## src/rtl/uart_pkg.sv

```systemverilog
`default_nettype none
// ============================================================================
//  Module   : uart_pkg
//  Brief    : Register map, CFG/STAT bit positions and TX FSM states shared
//             by the UART host interface.
//  Revision : 1.0 - initial release
// ============================================================================
package uart_pkg;

    localparam logic [7:0] c_ADDR_CPB  = 8'h00;
    localparam logic [7:0] c_ADDR_STP  = 8'h04;
    localparam logic [7:0] c_ADDR_RDR  = 8'h08;
    localparam logic [7:0] c_ADDR_TDR  = 8'h0C;
    localparam logic [7:0] c_ADDR_CFG  = 8'h10;
    localparam logic [7:0] c_ADDR_STAT = 8'h14;

    localparam int c_CFG_TX_EN   = 0;
    localparam int c_CFG_RX_EN   = 1;
    localparam int c_CFG_IRQ_RX  = 2;
    localparam int c_CFG_IRQ_TXE = 3;

    localparam int c_STAT_TX_FULL  = 0;
    localparam int c_STAT_TX_EMPTY = 1;
    localparam int c_STAT_RX_FULL  = 2;
    localparam int c_STAT_RX_EMPTY = 3;
    localparam int c_STAT_TX_BUSY  = 4;
    localparam int c_STAT_RX_OVF   = 5;
    localparam int c_STAT_TX_OVF   = 6;

    localparam logic [31:0] c_CPB_MIN = 32'd4;

    typedef enum logic [1:0] {
        T_IDLE = 2'd0,
        T_BUSY = 2'd1,
        T_GAP  = 2'd2
    } tx_state_t;

endpackage
`default_nettype wire

```

## src/rtl/uart_sync_fifo.sv

```systemverilog
`default_nettype none
// ============================================================================
//  Module   : uart_sync_fifo
//  Brief    : Single-clock first-word-fall-through FIFO; a pop frees room for
//             a push in the same cycle, so full+push+pop never drops data.
//  Revision : 1.0 - initial release
// ============================================================================
module uart_sync_fifo #(
    parameter int DEPTH = 16,
    parameter int WIDTH = 8
) (
    input  logic                     aclk,
    input  logic                     aresetn,
    input  logic                     push,
    input  logic [WIDTH-1:0]         din,
    input  logic                     pop,
    output logic [WIDTH-1:0]         dout,
    output logic                     full,
    output logic                     empty,
    output logic [$clog2(DEPTH):0]   level
);

    localparam int                c_AW   = $clog2(DEPTH);
    localparam logic [c_AW:0]     c_FULL = (c_AW + 1)'(DEPTH);

    logic [WIDTH-1:0] r_mem [DEPTH];
    logic [c_AW-1:0]  r_wr_ptr;
    logic [c_AW-1:0]  r_rd_ptr;
    logic [c_AW:0]    r_level;
    logic             w_push;
    logic             w_pop;

    assign w_pop  = pop & (r_level != '0);
    assign w_push = push & ((r_level != c_FULL) | w_pop);

    always_ff @(posedge aclk or negedge aresetn) begin
        if (!aresetn) begin
            r_wr_ptr <= '0;
            r_rd_ptr <= '0;
            r_level  <= '0;
        end else begin
            if (w_push) r_wr_ptr <= r_wr_ptr + 1'b1;
            if (w_pop)  r_rd_ptr <= r_rd_ptr + 1'b1;
            case ({w_push, w_pop})
                2'b10:   r_level <= r_level + 1'b1;
                2'b01:   r_level <= r_level - 1'b1;
                default: r_level <= r_level;
            endcase
        end
    end

    // Storage carries no reset; contents are only observable through the level.
    always_ff @(posedge aclk) begin
        if (w_push) r_mem[r_wr_ptr] <= din;
    end

    assign dout  = r_mem[r_rd_ptr];
    assign full  = (r_level == c_FULL);
    assign empty = (r_level == '0);
    assign level = r_level;

endmodule
`default_nettype wire

```

## src/rtl/uart_host_if.sv

```systemverilog
`default_nettype none
// ============================================================================
//  Module   : uart_host_if
//  Brief    : Register front end for the UART engine: CPB/STP/CFG/STAT
//             registers, TX/RX byte FIFOs, transmit sequencer and interrupt.
//  Revision : 1.0 - initial release
// ============================================================================
module uart_host_if
    import uart_pkg::*;
#(
    parameter int          FIFO_DEPTH  = 16,
    parameter logic [31:0] DEFAULT_CPB = 32'd868
) (
    input  logic        aclk,
    input  logic        aresetn,
    input  logic        reg_wr_i,
    input  logic        reg_rd_i,
    input  logic [7:0]  reg_addr_i,
    input  logic [31:0] reg_wdata_i,
    output logic [31:0] reg_rdata_o,
    output logic [31:0] uart_cpb_reg_o,
    output logic [31:0] uart_stp_reg_o,
    output logic        data_tx_start_o,
    output logic [7:0]  uart_tx_data_o,
    input  logic        data_sent_i,
    input  logic        rx_received_i,
    input  logic [7:0]  rx_received_data_i,
    output logic        irq_o
);

    localparam int c_LVL_W = $clog2(FIFO_DEPTH) + 1;

    logic [31:0]        r_cpb;
    logic [1:0]         r_stp;
    logic [3:0]         r_cfg;
    logic               r_rx_ovf;
    logic               r_tx_ovf;
    logic [31:0]        r_rdata;
    logic [7:0]         r_tx_data;
    tx_state_t          r_state;
    tx_state_t          w_state_nxt;

    logic               w_tx_pop, w_tx_full, w_tx_empty, w_tx_busy;
    logic               w_rx_push, w_rx_full, w_rx_empty;
    logic [7:0]         w_tx_dout, w_rx_dout;
    logic [c_LVL_W-1:0] w_tx_level, w_rx_level;
    logic               w_wr_tdr, w_wr_stat, w_rd_rdr;
    logic               w_rx_ovf_set, w_tx_ovf_set;
    logic [31:0]        w_stat;
    logic [31:0]        w_rdata;

    assign w_wr_tdr  = reg_wr_i & (reg_addr_i == c_ADDR_TDR);
    assign w_wr_stat = reg_wr_i & (reg_addr_i == c_ADDR_STAT);
    assign w_rd_rdr  = reg_rd_i & (reg_addr_i == c_ADDR_RDR);
    assign w_rx_push = rx_received_i & r_cfg[c_CFG_RX_EN];

    // A full FIFO only drops when no pop frees a slot in the same cycle.
    assign w_rx_ovf_set = w_rx_push & w_rx_full & ~w_rd_rdr;
    assign w_tx_ovf_set = w_wr_tdr & w_tx_full & ~w_tx_pop;

    uart_sync_fifo #(.DEPTH(FIFO_DEPTH), .WIDTH(8)) u_tx_fifo (
        .aclk    (aclk),
        .aresetn (aresetn),
        .push    (w_wr_tdr),
        .din     (reg_wdata_i[7:0]),
        .pop     (w_tx_pop),
        .dout    (w_tx_dout),
        .full    (w_tx_full),
        .empty   (w_tx_empty),
        .level   (w_tx_level)
    );

    uart_sync_fifo #(.DEPTH(FIFO_DEPTH), .WIDTH(8)) u_rx_fifo (
        .aclk    (aclk),
        .aresetn (aresetn),
        .push    (w_rx_push),
        .din     (rx_received_data_i),
        .pop     (w_rd_rdr),
        .dout    (w_rx_dout),
        .full    (w_rx_full),
        .empty   (w_rx_empty),
        .level   (w_rx_level)
    );

    always_comb begin
        w_state_nxt = r_state;
        w_tx_pop    = 1'b0;
        case (r_state)
            T_IDLE: begin
                if (r_cfg[c_CFG_TX_EN] && !w_tx_empty) begin
                    w_tx_pop    = 1'b1;
                    w_state_nxt = T_BUSY;
                end
            end
            T_BUSY:  if (data_sent_i) w_state_nxt = T_GAP;
            T_GAP:   w_state_nxt = T_IDLE;
            default: w_state_nxt = T_IDLE;
        endcase
    end

    always_ff @(posedge aclk or negedge aresetn) begin
        if (!aresetn) begin
            r_state   <= T_IDLE;
            r_tx_data <= '0;
        end else begin
            r_state <= w_state_nxt;
            if (w_tx_pop) r_tx_data <= w_tx_dout;
        end
    end

    assign w_tx_busy = (r_state != T_IDLE);

    always_comb begin
        w_stat                  = '0;
        w_stat[c_STAT_TX_FULL]  = w_tx_full;
        w_stat[c_STAT_TX_EMPTY] = w_tx_empty;
        w_stat[c_STAT_RX_FULL]  = w_rx_full;
        w_stat[c_STAT_RX_EMPTY] = w_rx_empty;
        w_stat[c_STAT_TX_BUSY]  = w_tx_busy;
        w_stat[c_STAT_RX_OVF]   = r_rx_ovf;
        w_stat[c_STAT_TX_OVF]   = r_tx_ovf;
        w_stat[15:8]            = 8'(w_tx_level);
        w_stat[23:16]           = 8'(w_rx_level);
    end

    always_comb begin
        w_rdata = '0;
        case (reg_addr_i)
            c_ADDR_CPB:  w_rdata = r_cpb;
            c_ADDR_STP:  w_rdata = {30'd0, r_stp};
            c_ADDR_RDR:  w_rdata = w_rx_empty ? 32'd0 : {1'b1, 23'd0, w_rx_dout};
            c_ADDR_CFG:  w_rdata = {28'd0, r_cfg};
            c_ADDR_STAT: w_rdata = w_stat;
            default:     w_rdata = '0;
        endcase
    end

    always_ff @(posedge aclk or negedge aresetn) begin
        if (!aresetn) begin
            r_cpb    <= DEFAULT_CPB;
            r_stp    <= '0;
            r_cfg    <= '0;
            r_rx_ovf <= 1'b0;
            r_tx_ovf <= 1'b0;
            r_rdata  <= '0;
        end else begin
            if (reg_wr_i) begin
                case (reg_addr_i)
                    c_ADDR_CPB: r_cpb <= (reg_wdata_i < c_CPB_MIN) ? c_CPB_MIN : reg_wdata_i;
                    c_ADDR_STP: r_stp <= reg_wdata_i[1:0];
                    c_ADDR_CFG: r_cfg <= reg_wdata_i[3:0];
                    default:    ;
                endcase
            end
            // A new overflow in the clearing cycle wins over the clear.
            r_rx_ovf <= w_rx_ovf_set | (r_rx_ovf & ~(w_wr_stat & reg_wdata_i[c_STAT_RX_OVF]));
            r_tx_ovf <= w_tx_ovf_set | (r_tx_ovf & ~(w_wr_stat & reg_wdata_i[c_STAT_TX_OVF]));
            if (reg_rd_i) r_rdata <= w_rdata;
        end
    end

    assign reg_rdata_o     = r_rdata;
    assign uart_cpb_reg_o  = r_cpb;
    assign uart_stp_reg_o  = {30'd0, r_stp};
    assign data_tx_start_o = (r_state == T_BUSY);
    assign uart_tx_data_o  = r_tx_data;
    assign irq_o           = (r_cfg[c_CFG_IRQ_RX] & ~w_rx_empty)
                           | (r_cfg[c_CFG_IRQ_TXE] & w_tx_empty & ~w_tx_busy);

endmodule
`default_nettype wire
```

## config.mk

```make
export PLATFORM = sky130hd
export DESIGN_NAME = uart_host_if
export DESIGN_NICKNAME = d
export VERILOG_FILES = /design/src/rtl/uart_pkg.sv /design/src/rtl/uart_sync_fifo.sv /design/src/rtl/uart_host_if.sv
export SDC_FILE = /design/constraint.sdc
export NUM_CORES = 1
export LEC_CHECK = 0
export CORE_ASPECT_RATIO = 0.6
export CORE_UTILIZATION = 50
export CTS_BUF_LIST = sky130_fd_sc_hd__clkbuf_4 sky130_fd_sc_hd__clkbuf_8
export DETAILED_ROUTE_END_ITERATION = 16
export PLACE_DENSITY = 0.74
export SETUP_SLACK_MARGIN = 0.4
export SLEW_MARGIN = 40
export SYNTH_ARGS = -nofsm -noshare
export SYNTH_HDL_FRONTEND = slang
export SYNTH_SLANG_ARGS = --single-unit
export TNS_END_PERCENT = 30
```

## constraint.sdc

```tcl
create_clock -name aclk -period 4.2 [get_ports aclk]
set_input_delay 0.84 -clock aclk [delete_from_list [all_inputs] [get_ports aclk]]
set_output_delay 0.84 -clock aclk [all_outputs]
set_load 0.01 [all_outputs]
```

; ---- Yosys cells after proc, flatten, opt, wreduce, memory -nomap -nowiden
; Memory sizes are Yosys's and may differ from the RTL's. A register that Yosys moved wholly into a read port is not among the register bits.
; Cells that the tools add are included.
[classes]
addsub = 8
n_lt_le_gt_ge = 1
n_eq_ne = 16
muxes = 14
n_bitwise = 30
n_reduce_logical = 16
[ops]
columns = op, count
row1 = case mux 32 bit (5 select lines), 1
row2 = two-way mux 32 bit, 2
row3 = < comparator 32 x 3 -> 1 bit (second input constant), 1
row4 = case mux 5 bit (2 select lines), 2
row5 = AND 1 bit, 19
row6 = adder 4 x 1 -> 4 bit (second input constant), 4
row7 = equality test 8 x 4 -> 1 bit (second input constant), 2
row8 = equality test 8 x 5 -> 1 bit (second input constant), 2
row9 = adder 5 x 1 -> 5 bit (second input constant), 2
row10 = equality test 5 bit (second input constant), 2
row11 = zero test 5 bit, 2
row12 = inequality test 5 bit (second input constant), 2
row13 = nonzero test 5 bit, 2
row14 = subtractor 5 x 1 -> 5 bit (second input constant), 2
row15 = equality test 8 x 3 -> 1 bit (second input constant), 1
row16 = zero test 8 bit, 1
row17 = AND reduction 2 bit, 4
row18 = equality test 2 x 1 -> 1 bit (second input constant), 3
row19 = two-way mux 1 bit, 6
row20 = NOT 1 bit, 6
row21 = nonzero test 2 bit, 3
row22 = OR 1 bit, 5
row23 = equality test 2 bit (second input constant), 2
row24 = two-way mux 2 bit, 2
row25 = other kinds (6), 7
[word_totals]
regBits = 100
ram_bits = 256
in_bits = 54
output_inout_bits = 106
word_cells = 100
mem_count = 2
[memory_table]
columns = name, depth, width, read_ports, rd_clocked_by_memory_dff, write_ports, line_no
row1 = u_rx_fifo.r_mem, 16, 8, 1, 0, 1, uart_sync_fifo.sv:26  ; logic [WIDTH-1:0] r_mem [DEPTH];
row2 = u_tx_fifo.r_mem, 16, 8, 1, 1, 1, uart_sync_fifo.sv:26

; ---- Logic depth before layout (Yosys ltp)
[logic_depth]
ltp_word = 10
ltp_mapped = 14
depth_no_buf = 12

; ---- Hierarchy
; Synthesis repeated with hierarchy kept, for this count alone.
[hier_totals]
cells_unflattened = 950
area_unflattened_um2 = 15448.6
[by_module_without_submodules]
columns = mod, instances, cells_each, area_per_inst_um2, seq_area_each_um2
row1 = uart_sync_fifo at u_rx_fifo, 1, 299, 5931.9, 4169.0
row2 = uart_sync_fifo at u_tx_fifo, 1, 300, 5716.7, 4169.0
row3 = uart_host_if, 1, 351, 3799.9, 2058.2

; ---- Worst setup path before layout
; Ideal clock, no wire load.
[synth_path]
kind = input to register
startpoint = in reg_addr_i[4]
endpoint = reg u_rx_fifo.r_level[4] (netlist: u_rx_fifo.level[4])
setup_ns = 0.079
t_arrival_ns = 3.151
required_ns = 4.121
slack_ns = 0.970
stages = 13
path_buffers = 1
cell_sequence = nor3_2 > and3_1 > nand3_1 > inv_2 > ha_1 > clkbuf_1 > xor2_1 > ha_1 > inv_1 > o21ai_0 > a21o_1 > a221oi_1 > xor2_1
[synth_between]
elab_chain_cells = 7
word_cells_on_any_way = 9
classes_between = eq/ne: 3 / mux: 1 / bitwise: 4 / reduce/logical: 1
[synth_rtl]
columns = element, line_no
row1 = from (decl), uart_host_if.sv:18  ; input logic [7:0] reg_addr_i,
row2 = equality test 8 x 4 -> 1 bit (*), uart_host_if.sv:54  ; assign w_rd_rdr = reg_rd_i & (reg_addr_i == c_ADDR_RDR);
row3 = AND 1 bit (*), uart_host_if.sv:54
row4 = AND 1 bit (*), uart_sync_fifo.sv:33  ; assign w_pop = pop & (r_level != '0);
row5 = net u_rx_fifo.w_pop, uart_sync_fifo.sv:31  ; logic w_pop;
row6 = OR 1 bit, uart_sync_fifo.sv:34  ; assign w_push = push & ((r_level != c_FULL) | w_pop);
row7 = AND 1 bit, uart_sync_fifo.sv:34
row8 = equality test 2 x 1 -> 1 bit or equality test 2 bit (tied branches), uart_sync_fifo.sv:44  ; case ({w_push, w_pop})
row9 = case mux 5 bit (2 select lines) or nonzero test 2 bit (tied branches), n/a
row10 = to (signal assigned), uart_sync_fifo.sv:45  ; 2'b10: r_level <= r_level + 1'b1;
row11 = to (signal assigned), uart_sync_fifo.sv:46  ; 2'b01: r_level <= r_level - 1'b1;
row12 = to (signal assigned), uart_sync_fifo.sv:47  ; default: r_level <= r_level;
row13 = to (decl), uart_sync_fifo.sv:29  ; logic [c_AW:0] r_level;
; The timed path passes the listed nets; every way through them passes the cells marked *.
; A chain may end at the register's enable or synchronous reset.

; ---- Worst setup path in the final report
[layout_path]
startpoint = reg u_rx_fifo.r_level[1] (netlist: u_rx_fifo.level[1])
endpoint = out irq_o
[layout_between]
elab_chain_cells = 4
[layout_rtl]
columns = element, line_no
row1 = zero test 5 bit, uart_sync_fifo.sv:59  ; assign empty = (r_level == '0);
row2 = NOT 1 bit, uart_host_if.sv:167  ; assign irq_o = (r_cfg[c_CFG_IRQ_RX] & ~w_rx_empty)
row3 = AND 1 bit, uart_host_if.sv:167
row4 = OR 1 bit, uart_host_if.sv:168  ; | (r_cfg[c_CFG_IRQ_TXE] & w_tx_empty & ~w_tx_busy);
row5 = to (decl), uart_host_if.sv:28  ; output logic irq_o
; Every way passes these cells.

==> flow_metrics.env <==
export IMPL_maxCapViolCount=0
export IMPL_worstHoldPathType="primary input to async pin"
export IMPL_drive_gt1_share_pct=24.3
export IMPL_first_pass_iters=5
export IMPL_cp_cell_sequence="nor4_2, nand2b_1, a32o_1, clkdlybuf4s50_1"
export IMPL_cellPowerDensity_nw_per_um2=426
export IMPL_yosys_warnings=0
export IMPL_core_sq_um=29200
export IMPL_synth_edf_count=256
export IMPL_io_pins=160
export IMPL_cts_setup_buffers=0
export IMPL_mostFrequentLayoutCell="edfxtp_1"
export IMPL_dieHeight_microns=137
export IMPL_status="complete, no violations"
export IMPL_grt_antenna_before_repair=1
export IMPL_clk_pin_slew_worst_paths_ns=0.07
export IMPL_design_die_area_sq_um=31000
export IMPL_place_hpwl_microns=25200
export IMPL_fin_nets=1138
export IMPL_cts_sinks=364
export IMPL_vias=8776
export IMPL_slew_violations=0
export IMPL_finalSetupViolCount=0
export IMPL_first_iter_violations=1049
export IMPL_synth_seq_cells=364
export IMPL_htree_levels=2
export IMPL_grt_use_total_pct=24.4
export IMPL_arrival_ns=2.60
export IMPL_yosysSeqAreaShare_pct=68.7
export IMPL_synth_cell_type_count=58
export IMPL_grt_overflow=0
export IMPL_syn_to_final_growth_pct=19.5
export IMPL_fp_row_count=48
export IMPL_rsz0062_at_grt="no"
export IMPL_layout_common_cells="edfxtp_1 (256), clkdlybuf4s50_1 (127), dfrtp_1 (100), mux4_2 (60), clkbuf_8 (54)"
export IMPL_ir_drop_v=0.000300
export IMPL_cts_inserted_buffers=51
export IMPL_crit_buf_inv=1
export IMPL_synthFlopType="edfxtp_1"
export IMPL_worstPathRequired_ns=3.36
export IMPL_ctsHoldBuffers=0
export IMPL_fin_crit_sh_pct=81.9
export IMPL_dp_cells=1413
export IMPL_routed_via_density=5.83
export IMPL_start_util_pct=51.7
export IMPL_place_ws_ns=0.221
export IMPL_post_cts_resize_count=0
export IMPL_hold_viol_final=0
export IMPL_hold_ws_ns=0.211
export IMPL_p_leak_nw=6.50
export IMPL_drc=0
export IMPL_syn_area_per_cell_sq_um=17.1
export IMPL_fin_skew_ns=0.0271
export IMPL_maxSlewHeadroom_pct=43.7
export IMPL_layoutNonFillerInstCount=1506
export IMPL_cts_buffer_depth=3
export IMPL_worstSkewPairLatency_ns=0.59
export IMPL_startpoint_type="register"
export IMPL_syn_inst=883
export IMPL_critical_path_class="register to output pin"
export IMPL_wl_per_cell_microns=24.4
export IMPL_worstMarginPinSlew_ns=0.841
export IMPL_grt_pass1_wl_microns=54600
export IMPL_grt_max_degree=64
export IMPL_wirelength_microns=36700
export IMPL_portBuffers=129
export IMPL_cp_top_family="simple AND/OR/NAND/NOR gates"
export IMPL_fmax_ghz=0.291
export IMPL_cp_max_fo=9
export IMPL_antenna_cells=0
export IMPL_fin_ws_ns=0.758
export IMPL_grt_pass1_vias=8696
export IMPL_cts_tree="yes"
export IMPL_setup_tns_ns=0
export IMPL_slowest_delay_ns=0.53
export IMPL_end_kind="output pin"
export IMPL_gp_congestion=0.832
export IMPL_finalCriticalPeriod_ns=3.44
export IMPL_dieWidth_microns=227
export IMPL_async_reset_ff_share_pct=29.7
export IMPL_clockRootBuffer="clkbuf_8"
export IMPL_synth_area_sq_um=15100
export IMPL_worst_path_max_delay_cell="nor4_2"
export IMPL_postRouteAntennaNets=0
==> layer usage <==
metal	global-route usage, %	part of all wire [%]	vias to the layer above
li1	-	-	3784
met1	38.4	48	4553
met2	32.9	41	381
met3	7.23	9.2	58
met4	6.23	1.9	0
met5	0	0	-
==> metrics by stage <==
| stage | area (sq um) | power (mW) | util, % |
|---|---|---|---|
| detailed placement | 17000 | 4.89 | 58.1 |
| finish | 18100 | 7.71 | 61.8 |
| floorplan | 15200 | 4.55 | - |
| CTS | 18100 | 7.75 | 61.8 |
| global placement | 17000 | 4.87 | 58.1 |
| global route | 18100 | 7.97 | 61.8 |
==> state kept, by name, indices dropped and copies added (netlist names), 5 cells and up <==
signal and flops:
u_tx_fifo.level 5, u_rx_fifo.level 5, uart_tx_data_o 8, uart_cpb_reg_o 32, u_rx_fifo.r_mem 128, reg_rdata_o 32, u_tx_fifo.r_mem 128
==> cells by family (layout without fill, tap and decap cells) <==
group	after synthesis	in the layout	synth area share, %
and+or+nand+nor	157	157	5.47
DFF	364	364	68.7
AOI/OAI and AO/OA	96	96	4.85
buffers and inverters	89	283	3.10
xor gates and xnor gates	22	22	1.27
other	1	30	0.0248
muxes	136	136	15.0
adders and majority gates	18	18	1.54
==> final cells by class <==
| cell class | instances | area (sq um) |
|---|---|---|
| fill | 2144 | 11200 |
| sequential | 364 | 10400 |
| multi-input combinational | 459 | 4410 |
| timing repair buffer | 179 | 1660 |
| clock buffer | 84 | 968 |
| tap | 400 | 500 |
| clock inverter | 9 | 90.1 |
| inverter | 11 | 41.3 |
==> where the power goes <==
part | switching (mW) | internal [mW]
Clock | 1.30 | 1.57
Combinational | 0.349 | 0.379
Sequential | 0.161 | 3.94
==> synthesized netlist by cell type, drive strengths merged, types with 8 or more instances <==
cell | instances | share of area, %
nor3 | 16 | 0.56
inv | 11 | 0.27
o2bb2ai | 26 | 1.5
a21oi | 9 | 0.30
o21ai | 14 | 0.46
a221o | 8 | 0.53
edfxtp | 256 | 51
and2 | 11 | 0.45
nor4 | 9 | 0.41
a22oi | 16 | 0.79
mux4 | 66 | 10
xnor2 | 14 | 0.81
clkbuf | 29 | 0.72
mux2 | 50 | 3.7
nor2 | 24 | 0.60
dfrtp | 103 | 17
ha | 17 | 1.4
buf | 49 | 2.1
nand2 | 40 | 0.99
xor2 | 8 | 0.46
nand3 | 16 | 0.53
mux2i | 20 | 1.3
nand4 | 8 | 0.33
==> path summary, 6_finish.rpt <==
check	from	endpoint	slack, ns	cells after the start
hold reg to reg	reg_rdata_o[27]$_DFFE_PN0P_	reg_rdata_o[27]$_DFFE_PN0P_	0.49	1
hold / removal	aresetn	reg_rdata_o[19]$_DFFE_PN0P_	0.21	1
min in group aclk	reg_rdata_o[27]$_DFFE_PN0P_	reg_rdata_o[27]$_DFFE_PN0P_	0.49	1
setup reg to reg	u_rx_fifo.level[1]$_DFFE_PN0P_	u_rx_fifo.level[4]$_DFFE_PN0P_	0.98	12
max in group asynchronous	aresetn	reg_rdata_o[22]$_DFFE_PN0P_	3.15	2
setup / recovery	u_rx_fifo.level[1]$_DFFE_PN0P_	irq_o	0.76	4
Note: power is estimated with default switching activity, not from simulation.
